`src/rtl/priority_scan_encoder.sv`:
```
// Sequential priority encoder: latches a request vector, then emits the index
// of every set bit in priority order, one per output handshake.
module priority_scan_encoder #(
  parameter  int WIDTH     = 8,
  parameter  bit MSB_FIRST = 1'b1,
  localparam int IDX_W     = $clog2(WIDTH)
) (
  input  logic             clk,
  input  logic             rst_n,
  input  logic             flush,
  input  logic             in_valid,
  output logic             in_ready,
  input  logic [WIDTH-1:0] in_vec,
  output logic             out_valid,
  input  logic             out_ready,
  output logic [IDX_W-1:0] out_idx,
  output logic             out_last,
  output logic             err_empty,
  output logic             busy
);

  typedef enum logic {IDLE, SCAN} state_t;

  state_t           state;
  logic [WIDTH-1:0] pending;
  logic [IDX_W-1:0] enc;
  logic [WIDTH-1:0] clr_mask;
  logic             one_left;

  // Later matches overwrite earlier ones, so the scan direction sets priority.
  always_comb begin
    enc = '0;
    for (int i = 0; i < WIDTH; i++) begin
      if (MSB_FIRST) begin
        if (pending[i]) enc = IDX_W'(i);
      end else begin
        if (pending[WIDTH-1-i]) enc = IDX_W'(WIDTH-1-i);
      end
    end
  end

  assign clr_mask  = WIDTH'(1) << enc;
  assign one_left  = (pending != '0) && ((pending & (pending - WIDTH'(1))) == '0);

  assign in_ready  = (state == IDLE);
  assign busy      = (state == SCAN);
  assign out_valid = (state == SCAN);
  assign out_idx   = out_valid ? enc : '0;
  assign out_last  = out_valid && one_left;

  always_ff @(posedge clk or negedge rst_n) begin
    if (!rst_n) begin
      state     <= IDLE;
      pending   <= '0;
      err_empty <= 1'b0;
    end else begin
      err_empty <= 1'b0;
      if (flush) begin
        state   <= IDLE;
        pending <= '0;
      end else begin
        case (state)
          IDLE: begin
            if (in_valid) begin
              if (in_vec != '0) begin
                pending <= in_vec;
                state   <= SCAN;
              end else begin
                err_empty <= 1'b1;
              end
            end
          end
          SCAN: begin
            if (out_ready) begin
              pending <= pending & ~clr_mask;
              if (out_last) state <= IDLE;
            end
          end
          default: state <= IDLE;
        endcase
      end
    end
  end

endmodule

```
`config.mk`:
```
export PLATFORM = sky130hd
export DESIGN_NAME = priority_scan_encoder
export DESIGN_NICKNAME = d
export VERILOG_FILES = /design/src/rtl/priority_scan_encoder.sv
export SDC_FILE = /design/constraint.sdc
export NUM_CORES = 1
export LEC_CHECK = 0
export ABC_AREA = 1
export ABC_CLOCK_PERIOD_IN_PS = 1500
export CAP_MARGIN = 0
export CORE_MARGIN = 2
export CORE_UTILIZATION = 47
export DETAILED_ROUTE_END_ITERATION = 12
export GPL_ROUTABILITY_DRIVEN = 0
export PLACE_DENSITY = 0.8
export RECOVER_POWER = 100
export SETUP_SLACK_MARGIN = 0.2
export SYNTH_ARGS = -nofsm -noshare
export SYNTH_HDL_FRONTEND = slang
export SYNTH_SLANG_ARGS = --single-unit
```
`constraint.sdc`:
```
create_clock -name clk -period 1.5 [get_ports clk]
set_clock_uncertainty 0.05 [all_clocks]
set_input_delay 0.15 -clock clk [delete_from_list [all_inputs] [get_ports clk]]
set_output_delay 0.15 -clock clk [all_outputs]
set_load 0.02 [all_outputs]
```
==> results of run 1 <==
## cell type report
cell class	count	area, sq um	area share (%)
Inverter	18	67.6	4.55
Multi-Input combinational cell	108	626	42.2
Timing Repair Buffer	54	477	32.1
Sequential cell	10	258	17.4
Clock buffer	4	36.3	2.45
Tap cell	16	20.0	1.35
## report_power, final
part	leakage, uW	switching, uW	total, uW	internal (uW)
combinational	0.000682	571	1010	441
clock	0.0000210	120	267	147
sequential	0.000124	56.3	362	306
## registers in the layout, summed over array words and instances (netlist names)
name       flops
err_empty      1
busy           1
pending        8
## kinds of logic after synthesis
group                  Yosys count
and+or+nand+nor                 96
buffers and inverters           20
AOI/OAI and AO/OA               11
DFF                             10
## worst min-delay path, stage by stage
cell and delay, ns:
dlymetal6s2s_1 0.12, nand2_1 0.06, nand2_1 0.06, nand2_1 0.06
nand2_1 0.06
## placed cells by master (no fill, tap or decap), types with 3 or more instances in the layout
| cell type | Yosys | final |
|---|---|---|
| buf_4 | 2 | 25 |
| buf_6 | 0 | 12 |
| clkbuf_4 | 0 | 4 |
| clkdlybuf4s50_1 | 0 | 9 |
| dfrtp_1 | 10 | 4 |
| dfrtp_2 | 0 | 6 |
| inv_1 | 16 | 16 |
| nand2_1 | 64 | 55 |
| nand2_2 | 2 | 9 |
| nand3_1 | 8 | 4 |
| nand3_2 | 0 | 3 |
| nor2_1 | 14 | 9 |
| nor2_4 | 1 | 7 |
| o21ai_1 | 1 | 4 |
## worst max path at each step
stage	start	endpoint	slack, ns	depth (start not counted)
after floorplan	pending[7]$_DFFE_PN0P_	out_last	0.20	6
after global placement	pending[5]$_DFFE_PN0P_	out_last	-0.24	7
after detailed placement	pending[3]$_DFFE_PN0P_	out_last	-0.27	7
after CTS	pending[1]$_DFFE_PN0P_	out_last	-0.12	7
after global routing	pending[5]$_DFFE_PN0P_	out_last	-0.49	5
final	pending[4]$_DFFE_PN0P_	out_idx[0]	-0.38	7
## routing by layer
layer | routed length [um] | global-route usage, % | share of wire (%)
met5 | 0 | 0 | 0
met2 | 2000 | 56.6 | 43
met3 | 669 | 3.57 | 14
met1 | 1490 | 44.1 | 32
met4 | 541 | 12.9 | 12
## through the flow
stage / TNS (ns) / instances / total power [uW]
2_1_floorplan: 0 / 137 / 687
3_3_place_gp: -0.872 / 195 / 984
3_5_place_dp: -1.33 / 195 / 1000
4_1_cts: -0.250 / 203 / 1360
5_1_grt: -2.08 / 210 / 1680
6_report: -1.31 / 210 / 1640
## what timing repair did
action / CTS / global route
gates cloned: 1 / 0
gates resized for setup: 56 / 36
setup endpoints to repair: 17 / 15
pin swaps: 8 / 13
buffers inserted: 3 / 7
==> summary.md, run 1 <==
| Metric | Value |
|---|---|
| Core Area | 1560 sq um |
| Hold buffers post-CTS | 0 |
| WS Path Type | flip-flop to primary output |
| Main synth FF type | dfrtp_1 |
| Top post-synthesis cells by area | dfrtp_1 (31%), nand2_1 (30%), inv_1 (7.4%) |
| Vias in the first global route | 1,038 |
| GRT Total Usage | 33.7% |
| Fin. Hold Viols | 0 |
| Post-Syn Area | 807 sq um |
| Worst path max stage delay | 0.46 ns |
| Crit path max-delay family | flip-flops |
| Crit. End Element | primary output |
| DR pass1 iterations | 7 |
| Initial antenna violation count | 0 |
| Crit-path cells | buf_4, inv_1, nand2_1, nand2_2, o21ai_0, nor2_1, buf_4 |
| Detailed Place HPWL | 1910 um |
| Design area | 1480 sq um |
| Clock Latency Late Sink | 0.27 ns |
| Synth area leader | dfrtp_1 |
| R2R Path End | pending[2]$_DFFE_PN0P_ |
| Final Util | 95.2% |
| Crit-path max FO | 3 |
| Status | finished, violations left |
| Largest net degree at the start of global routing | 11 |
| Antenna cells | 0 |
| Largest family of logic cells by synthesized area | simple AND/OR/NAND/NOR gates |
| Post-Syn Nets | 150 |
| Layout cell share with drive strength beyond 1 | 41.8% |
| Clock Path Buffers | 2 |
| Starting density of the core | 51.8% |
| Die Ht | 45.4 um |
| Nets@finish | 208 |
| CP bufs+invs | 3 |
| CP Data Required Time | 1.30 ns |
| Sequential area share after synthesis | 31.0% |
| Vias | 1,419 |
| Final worst path period need | 1.88 ns |
| Max frequency | 0.532 GHz |
| First-pass GRT wire length | 4860 um |
| Adder-Cell Fraction of Synth Area | 0% |
| Fillers | 43 |
| Max stage delay cell, worst path | dfrtp_2 |
| Placed Area | 1200 sq um |
| PortBufs | 20 |
| Hold endpoint | pending[4]$_DFFE_PN0P_ |
| Most frequent cell after synthesis | nand2_1 |
| Warnings from Yosys | 0 |
| R2R setup slack | -0.10 ns |
| Mux share of post-synthesis cell area | 0% |
| Worst hold path class | input port to flip-flop |
| FF-to-FF Start | pending[5]$_DFFE_PN0P_ |
| Hold_ws | 0.228 ns |
| CTS Sinks | 10 |
| Most common cell on crit path | buf_4 |
| XOR/XNOR share of the synthesized area | 0% |
| Rows | 14 |
| Worst reg-to-reg path cell count | 10 |
| Async SR Flop Fraction | 100% |
| Slew Limit Fails | 0 |
| Leakage | 0.000827 uW |
| Yosys top cell area share | 31.0% |
| VDD IR max | 0.821 mV |
| Hold depth | 5 |
| CTS tree | yes |
| Pre-CTS WS | -0.272 ns |
| Distinct cell type count after synthesis | 18 |
| Starting DRT DRC Count | 166 |
| Final setup vio count | 12 |
| Average size of a mapped cell | 5.89 sq um |
| Period Utilization, post-route | 125% |
| Hold Startpoint | in_vec[4] |
| Critical Path AT | 1.68 ns |
| Top post-synthesis cells by count | nand2_1 (64), inv_1 (16), nor2_1 (14) |
| Max Cap Viol | 0 |
| Cell Pwr Density | 1110 nW/um^2 |
| Final wirelength | 4690 um |
| Worst setup margin | -0.381 ns |
| Drt drc | 0 |
| CTS root buf | clkbuf_4 |
| Io pins | 21 |
| Synth Register Bits | 10 |
| Die width | 45.4 um |
| Simple-Gate Fraction of Synth Area | 51.3% |
| Die Footprint | 2060 sq um |
| Vias per cell | 6.76 |
| Worst relative slew slack | 62.8% |
| Clock Pin Slew Worst Setup and Hold Paths | 0.09 ns |
| Post-synthesis compound-gate area fraction | 7.44% |
| Num CTS Buffers | 3 |
| EDFF count, synth | 0 |
| DRT antenna net count | 0 |
| Gr ovfl total | 0 |
| Drt wl/cell | 22.4 um |
| Cells after Synth | 137 |
| Violations in the final reports | negative setup slack |
| RSZ-0062 raised after global routing | true |
| H-tree lvl count | 1 |
| Worst-Margin Slew | 0.556 ns |
| Critical Path Source Type | flip-flop |
| Area grow syn2layout | 83.9% |
No activity file was read; power rests on OpenSTA's default activity.
==> run 2: changes to the inputs <==
- CAP_MARGIN: 0 -> 20
- CORE_MARGIN: 2 -> 8
==> run 2 against run 1 <==
The flow still finishes with violations (negative setup slack). Combinational power about the same. Clock-buffer cell count unchanged. Flip-flop and latch count stayed put. Sequential power about the same. First-iteration DRC count fell by 39%. Via count fell by 7.3%. Critical endpoint is now out_last. Largest cell class unchanged. Largest power group unchanged.
==> summary.md, run 2 (same netlist as run 1, synthesis figures left out) <==
| Metric | Value |
|---|---|
| Crit path max-delay family | simple AND/OR/NAND/NOR gates |
| Placed Area | 1220 sq um |
| Vias per cell | 6.04 |
| H-tree lvl count | 1 |
| DR pass1 iterations | 5 |
| Max stage delay cell, worst path | dfrtp_1 |
| Die Footprint | 3300 sq um |
| Period Utilization, post-route | 118% |
| Reg with most FFs | pending |
| Crit-path max FO | 4 |
| Nets@finish | 215 |
| Final setup vio count | 8 |
| CP Data Required Time | 1.30 ns |
| Most frequent cells in the layout | nand2_1 (54), buf_4 (35), inv_1 (13) |
| Starting DRT DRC Count | 102 |
| Die width | 57.4 um |
| CTS Sinks | 10 |
| Violations in the final reports | negative setup slack |
| Starting density of the core | 48.3% |
| Detailed Place HPWL | 1910 um |
| TNS Setup | -0.960 ns |
| Final Util | 94.3% |
| Commonest non-fill, non-tap cell in the layout | nand2_1 |
| Vias | 1,316 |
| Worst reg-to-reg path cell count | 11 |
| First-pass GRT wire length | 5390 um |
| Initial antenna violation count | 0 |
| Drt wl/cell | 21.1 um |
| Layout cell share with drive strength beyond 1 | 49.8% |
| R2R setup slack | -0.15 ns |
| Cell Pwr Density | 1060 nW/um^2 |
| Worst hold path class | input port to asynchronous set/reset pin |
| Antenna cells | 0 |
| Leakage | 0.000875 uW |
| WS Path Type | flip-flop to primary output |
| Io pins | 21 |
| Clock Latency Late Sink | 0.29 ns |
| CTS tree | yes |
| Cell count along the critical path | 7 |
| Crit-path cells | inv_1, nand2_2, nor2_2, nand2_1, nand2_1, and3_4, buf_6 |
| PortBufs | 20 |
| RSZ-0062 raised after global routing | true |
| Hold_ws | 0.212 ns |
| FF-to-FF Start | pending[4]$_DFFE_PN0P_ |
| Crit. End Element | primary output |
| Design area | 1580 sq um |
| Rows | 15 |
| Max reg flops | 8 |
| Final Non-Filler Cells | 218 |
| Final wirelength | 4590 um |
| Vias in the first global route | 1,178 |
| Final worst path period need | 1.77 ns |
| Clock Pin Slew Worst Setup and Hold Paths | 0.08 ns |
| Core Area | 1670 sq um |
| Critical Path Source Type | flip-flop |
| Clock Path Buffers | 2 |
| Fin. Hold Viols | 0 |
| R2R Path End | pending[2]$_DFFE_PN0P_ |
| CP bufs+invs | 2 |
| Worst setup margin | -0.273 ns |
| Area grow syn2layout | 95.2% |
| Critical Path AT | 1.57 ns |
| DRT antenna net count | 0 |
| Gr ovfl total | 0 |
| Max frequency | 0.564 GHz |
| Worst relative slew slack | 66.3% |
| Num CTS Buffers | 3 |
| Placed Cells | 199 |
| Most common cell on crit path | nand2_1 |
| GRT Total Usage | 21.6% |
| Largest net degree at the start of global routing | 11 |
| Status | finished, violations left |
| CTS root buf | clkbuf_4 |
| Worst-Margin Slew | 0.504 ns |
| Die Ht | 57.4 um |
| Slew Limit Fails | 0 |
| Drt drc | 0 |
| Worst path max stage delay | 0.45 ns |
| VDD IR max | 0.866 mV |
| Max Cap Viol | 0 |
run 2: cell count changes in the layout (fill, tap and decap cells not counted), sizes merged:
cell and delta:
buf +10, clkbuf -3
run 2: how the worst max path moves through the flow:
stage,to,startpoint
global placement,out_idx[0],pending[1]$_DFFE_PN0P_
global route,out_last,pending[0]$_DFFE_PN0P_
CTS,out_last,pending[5]$_DFFE_PN0P_
detailed placement,out_idx[0],pending[1]$_DFFE_PN0P_
floorplan,out_last,pending[7]$_DFFE_PN0P_
finish,out_last,pending[0]$_DFFE_PN0P_
run 2: per-stage QoR:
stage / setup slack (ns) / total power (uW)
3_5_place_dp: -0.328 / 1000
5_1_grt: -0.305 / 1730
6_report: -0.273 / 1670
4_1_cts: -0.108 / 1380
3_3_place_gp: -0.262 / 991
2_1_floorplan: 0.199 / 687
run 2: routing by layer:
metal | GRT usage (%) | part of all wire [%] | vias to the layer above
met1 | 20.7 | 33 | 594
met4 | 17.1 | 8.4 | 0
li1 | - | - | 554
met5 | 0 | 0 | -
met2 | 37.8 | 49 | 126
met3 | 6.05 | 9.4 | 42
run 2: what timing repair did:
| item | CTS | global route |
|---|---|---|
| gates resized for setup | 62 | 43 |
| hold buffers | 0 | 0 |
| setup endpoints to repair | 16 | 14 |
| gates cloned | 1 | 0 |
| pin swaps | 9 | 26 |
| buffers inserted | 6 | 8 |
run 2: worst register-to-register path, delay by kind of cell, from the launching register on:
family	cells	cell delay, ns
flip-flops	1	0.46
AND/OR/NAND/NOR	8	0.72
buffers and inverters	3	0.33
run 2: final cells by class:
type	count	area, sq um
fillers	54	95.1
clock buffers	4	36.3
flip-flops and latches	10	256
well taps	17	21.3
multi-input cells	108	656
repair buffers	61	531
inverters	18	75.1
run 2: where the power goes:
part           leakage, uW  internal [uW]  switching (uW)  total [uW]
registers         0.000126            305            57.9         363
logic             0.000728            493             552        1040
clock network    0.0000210            148             116         264
==> RTL change 1 (settings of run 1) <==
Set the parameter `WIDTH` to 16 (it was 8).
--- a/src/rtl/priority_scan_encoder.sv
+++ b/src/rtl/priority_scan_encoder.sv
@@ -2,5 +2,5 @@
 // of every set bit in priority order, one per output handshake.
 module priority_scan_encoder #(
-  parameter  int WIDTH     = 8,
+  parameter  int WIDTH     = 16,
   parameter  bit MSB_FIRST = 1'b1,
   localparam int IDX_W     = $clog2(WIDTH)
Interface: changed (resized in_vec and out_idx); port bits go from 21 to 30. No check against the original RTL was run, so the function may have changed too.
==> RTL change 1 against run 1 <==
- the run still ends with negative setup slack left
- clock power up 6%
- final area up 88%
- global-route usage up 6.2 points
- synthesized area up 82%
- power up 86%
- sequential power up 68%
- sequential cell count up 8
- maximum frequency down 20%
- wire length up 97%
- setup slack worse by 460 ps
- via count up 79%
- largest cell class unchanged
==> RTL change 1: results <==
[yosys]
synth_cell_types = 32
synth_mux_area_share_pct = 0
syn_nets = 252
ys_top_cells_by_area = "dfrtp_1 31%, nand2_1 24%, nor2_1 5.4%"
synth-compound-area-share_pct = 14.7
seq_area_frac_synth_pct = 30.7
yosys-top-cells-count = "93 x nand2_1, 21 x nor2_1, 18 x dfrtp_1, 17 x inv_1, 15 x nand3_1"
avgSynthCellArea_um2 = 6.36

[layout]
largest_register_ffs = 16
insertedDiodeCount = 0
num-fill-cells = 106
regMostFlops = "pending"
fin_cells = 373
finalNetCount = 362
syn2layout_area_growth_pct = 90.2
drive_above_1_share_pct = 48.2

[grt]
use_met2_pct = 66.0
grt_pass1_wl_um = 10300
grt_pass1_vias = 2106
grtUsageTotal_pct = 39.9
gr-usage-met1_pct = 48.9
use_met3_pct = 7.36
grt_max_degree = 19

[setup_path]
cp.arrival_ps = 2490
r2r_start = "pending[3]$_DFFE_PN0P_"
crit_path_max_incr_delay_ps = 430
endpoint = "pending[2]$_DFFE_PN0P_"
crit_path_top_delay_cell = "dfrtp_1"
crit_family = "simple AND/OR/NAND/NOR gates"
reg2regPathDepth = 18

[placement]
post-place-cells = 344
dp_hpwl_um = 3850
placed_area_um2 = 2280
portBuffers = 29

[power]
power_leakage_nw = 1.40
comb_power_mw = 2.15
clockPowerShare_pct = 9.3
p_total_mw = 3.04
peakVddDrop_mv = 0.748
swShare_pct = 48.2

[cts]
clk_pin_slew_ps = 130
insertion_delay_ps = 320
cts.htree.levels = 1
clockBufferDepth = 2

[min_path]
min_path_cells = 3
min_to = "pending[15]$_DFFE_PN0P_"
min_from = "in_vec[15]"

[sta]
hold_ws_ps = 181
finalSetupViolations = 23
max_slew_margin_pct = 27.4
setup_slack_ps = -845

[routing]
met2WireLength_um = 4000
met3_wirelength_um = 1220
dr.pass1.iters = 5
routed_wl_um = 9250
vias = 2535
drt-met1-wl_um = 2990
drt_iter0_markers = 439

[run_status]
outcome = "finished, violations left"
violations = "negative setup slack"
RTL change 1: cell types whose count changed after synthesis, sizes merged, moves of 3 or more:
cell | run 1 | this run
inv | 18 | 25
dfrtp | 10 | 18
clkbuf | 0 | 3
nor2 | 18 | 26
nand2 | 66 | 96
o31ai | 0 | 3
nand3 | 8 | 16
o21ai | 7 | 15
nand4 | 1 | 6
nor4 | 0 | 4
RTL change 1: metrics by stage:
stage,setup WS [ps],setup TNS (ps)
floorplan,-185,-601
global placement,-609,-8400
detailed placement,-640,-9530
CTS,-485,-7140
global route,-818,-13120
finish,-845,-12380
RTL change 1: repair_timing:
| action | in CTS | in global routing |
|---|---|---|
| buffers inserted | 15 | 7 |
| endpoints found under the setup margin | 26 | 25 |
| gates cloned | 2 | 1 |
| pin swaps | 26 | 21 |
| resized for setup | 100 | 32 |
RTL change 1: cell type report:
cell class	count	area share, %
Multi-Input combinational cell	184	42.0
Timing Repair Buffer	109	35.6
Tap cell	33	1.48
Sequential cell	18	16.3
Inverter	25	3.72
Clock buffer	4	0.940
==> RTL change 2 (config.mk and constraints of run 1) <==
Without the edit above. Put one more register stage on the output `err_empty`. The value now appears one clock later. The other outputs are not delayed to match.
--- a/src/rtl/priority_scan_encoder.sv
+++ b/src/rtl/priority_scan_encoder.sv
@@ -21,4 +21,6 @@
 
   typedef enum logic {IDLE, SCAN} state_t;
+
+  logic err_empty_s0;
 
   state_t           state;
@@ -53,7 +55,7 @@
       state     <= IDLE;
       pending   <= '0;
-      err_empty <= 1'b0;
+      err_empty_s0 <= 1'b0;
     end else begin
-      err_empty <= 1'b0;
+      err_empty_s0 <= 1'b0;
       if (flush) begin
         state   <= IDLE;
@@ -67,5 +69,5 @@
                 state   <= SCAN;
               end else begin
-                err_empty <= 1'b1;
+                err_empty_s0 <= 1'b1;
               end
             end
@@ -83,4 +85,12 @@
   end
 
+  always_ff @(posedge clk or negedge rst_n) begin
+    if (!rst_n) begin
+      err_empty <= '0;
+    end else begin
+      err_empty <= err_empty_s0;
+    end
+  end
+
 endmodule
 
Function: changed (Yosys sat finds a counterexample within 4 cycles, from zero or initial values and one cycle with rst_n low).
==> RTL change 2 against run 1 <==
- the run still ends with negative setup slack left
- final cell count grew 7.1%
- synthesized area grew 5.9%
- clock power shrank 21%
- wire length shrank 24%
- sequential cell count grew 1
- setup slack gained 190 ps
- power shrank 8.1%
- non-clock buffer count grew 3
- utilization shrank 9.7 points
- final area shrank 0.51%
- combinational power shrank 9.9%
- maximum frequency grew 11%
- critical path depth shrank 1
==> RTL change 2: results <==
[cts]
insertion_delay_ps = 280
numCtsBuffers = 3
cts.htree.levels = 1
hold_buffers = 0
clockBufferDepth = 2
clk_pin_slew_ps = 70
root_buffer = "clkbuf_4"

[placement]
portBuffers = 20
post-place-cells = 208
dp_hpwl_um = 2040
preCtsSetupSlack_ps = -311

[routing]
drt_iter0_markers = 78
routed_wl_um = 3570
wl_per_cell_um = 15.9
vias = 1221
dr.pass1.iters = 5

[layout]
num-fill-cells = 101
regMostFlops = "pending"
largest_register_ffs = 8
drive_above_1_share_pct = 40.5
insertedDiodeCount = 0

[yosys]
syn_nets = 153
synth_cell_types = 19
async_reset_ff_share_pct = 100
ys_dominant_reg_cell = "dfrtp_1"
avgSynthCellArea_um2 = 6.10
yosys-top-cells-count = "65 x nand2_1, 14 x inv_1, 14 x nor2_1, 11 x dfrtp_1"
ys_warn_count = 0
ys_top_cells_by_area = "dfrtp_1 32%, nand2_1 29%, inv_1 6.1%"
seq_area_frac_synth_pct = 32.2

[grt]
antenna_found_initial = 0
grt_pass1_vias = 1199
grt_pass1_wl_um = 5220
grt_max_degree = 13
grtUsageTotal_pct = 35.7

[run_status]
outcome = "finished, violations left"
violations = "negative setup slack"

[sta]
setup_slack_ps = -192
max_slew_margin_pct = 64.7
setup_tns_ps = -775
finalSetupViolations = 8

[power]
power_leakage_nw = 0.816
peakVddDrop_mv = 0.769

[min_path]
holdCritPathClass = "primary input to asynchronous set/reset pin"

[setup_path]
critPathMaxFanout = 3
## RTL change 2: kinds of logic (layout without fill, tap and decap cells)
| logic type | after synthesis | in the layout | synth area share [%] |
|---|---|---|---|
| simple gates | 97 | 98 | 49.3 |
| flops | 11 | 11 | 32.2 |
| buf+inv | 21 | 80 | 10.5 |
| compound gates | 11 | 11 | 7.91 |
## RTL change 2: metrics by stage
stage | area, µm² | total power [mW]
floorplan | 863 | 0.737
global placement | 1260 | 1.05
detailed placement | 1260 | 1.08
CTS | 1400 | 1.38
global route | 1480 | 1.59
finish | 1480 | 1.51
## RTL change 2: critical path, stage by stage, from the launching register on
cell and delay [ps]:
dfrtp_2 460, buf_6 130, buf_4 130, buf_4 120, nand2_1 80, and3_1 170, buf_6 120
## RTL change 2: report_power, final
group          total [mW]  switching, mW  internal (mW)
clock               0.210          0.107          0.103
sequential          0.387         0.0559          0.331
combinational       0.910          0.484          0.426
total                1.51          0.647          0.861
## RTL change 2: path summary, 6_finish.rpt
path | from | end | slack [ps] | cells past startpoint
max in group asynchronous | rst_n | pending[7]$_DFFE_PN0P_ | 790 | 1
worst max register to register | pending[6]$_DFFE_PN0P_ | pending[2]$_DFFE_PN0P_ | -130 | 10
min in group clk | err_empty_s0$_DFF_PN0_ | err_empty$_DFF_PN0_ | 310 | 0
worst min-delay path | rst_n | err_empty_s0$_DFF_PN0_ | 230 | 1
worst min register to register | err_empty_s0$_DFF_PN0_ | err_empty$_DFF_PN0_ | 310 | 0
worst max-delay path | pending[6]$_DFFE_PN0P_ | out_last | -190 | 6
## RTL change 2: cell type report
cell class | instances | share of cell area, %
multi-input combinational | 109 | 39.8
timing repair buffer | 57 | 32.1
sequential | 11 | 19.0
inverter | 19 | 5.17
tap | 25 | 2.12
clock buffer | 4 | 1.78
## RTL change 2: per-layer routing
| layer | vias to the layer above | part of all wire [%] | global-route usage (%) |
|---|---|---|---|
| met3 | 29 | 9.2 | 6.67 |
| met2 | 93 | 49 | 59.2 |
| met5 | - | 0 | 0 |
| met4 | 0 | 6.0 | 25.0 |
| li1 | 548 | - | - |
| met1 | 551 | 36 | 40.7 |
## RTL change 2: timing repair
item | 4_1_cts | 5_1_grt
setup buffers | 6 | 6
endpoints found under the setup margin | 17 | 13
cloned | 1 | 0
gates resized for setup | 56 | 13
pin swaps | 5 | 5
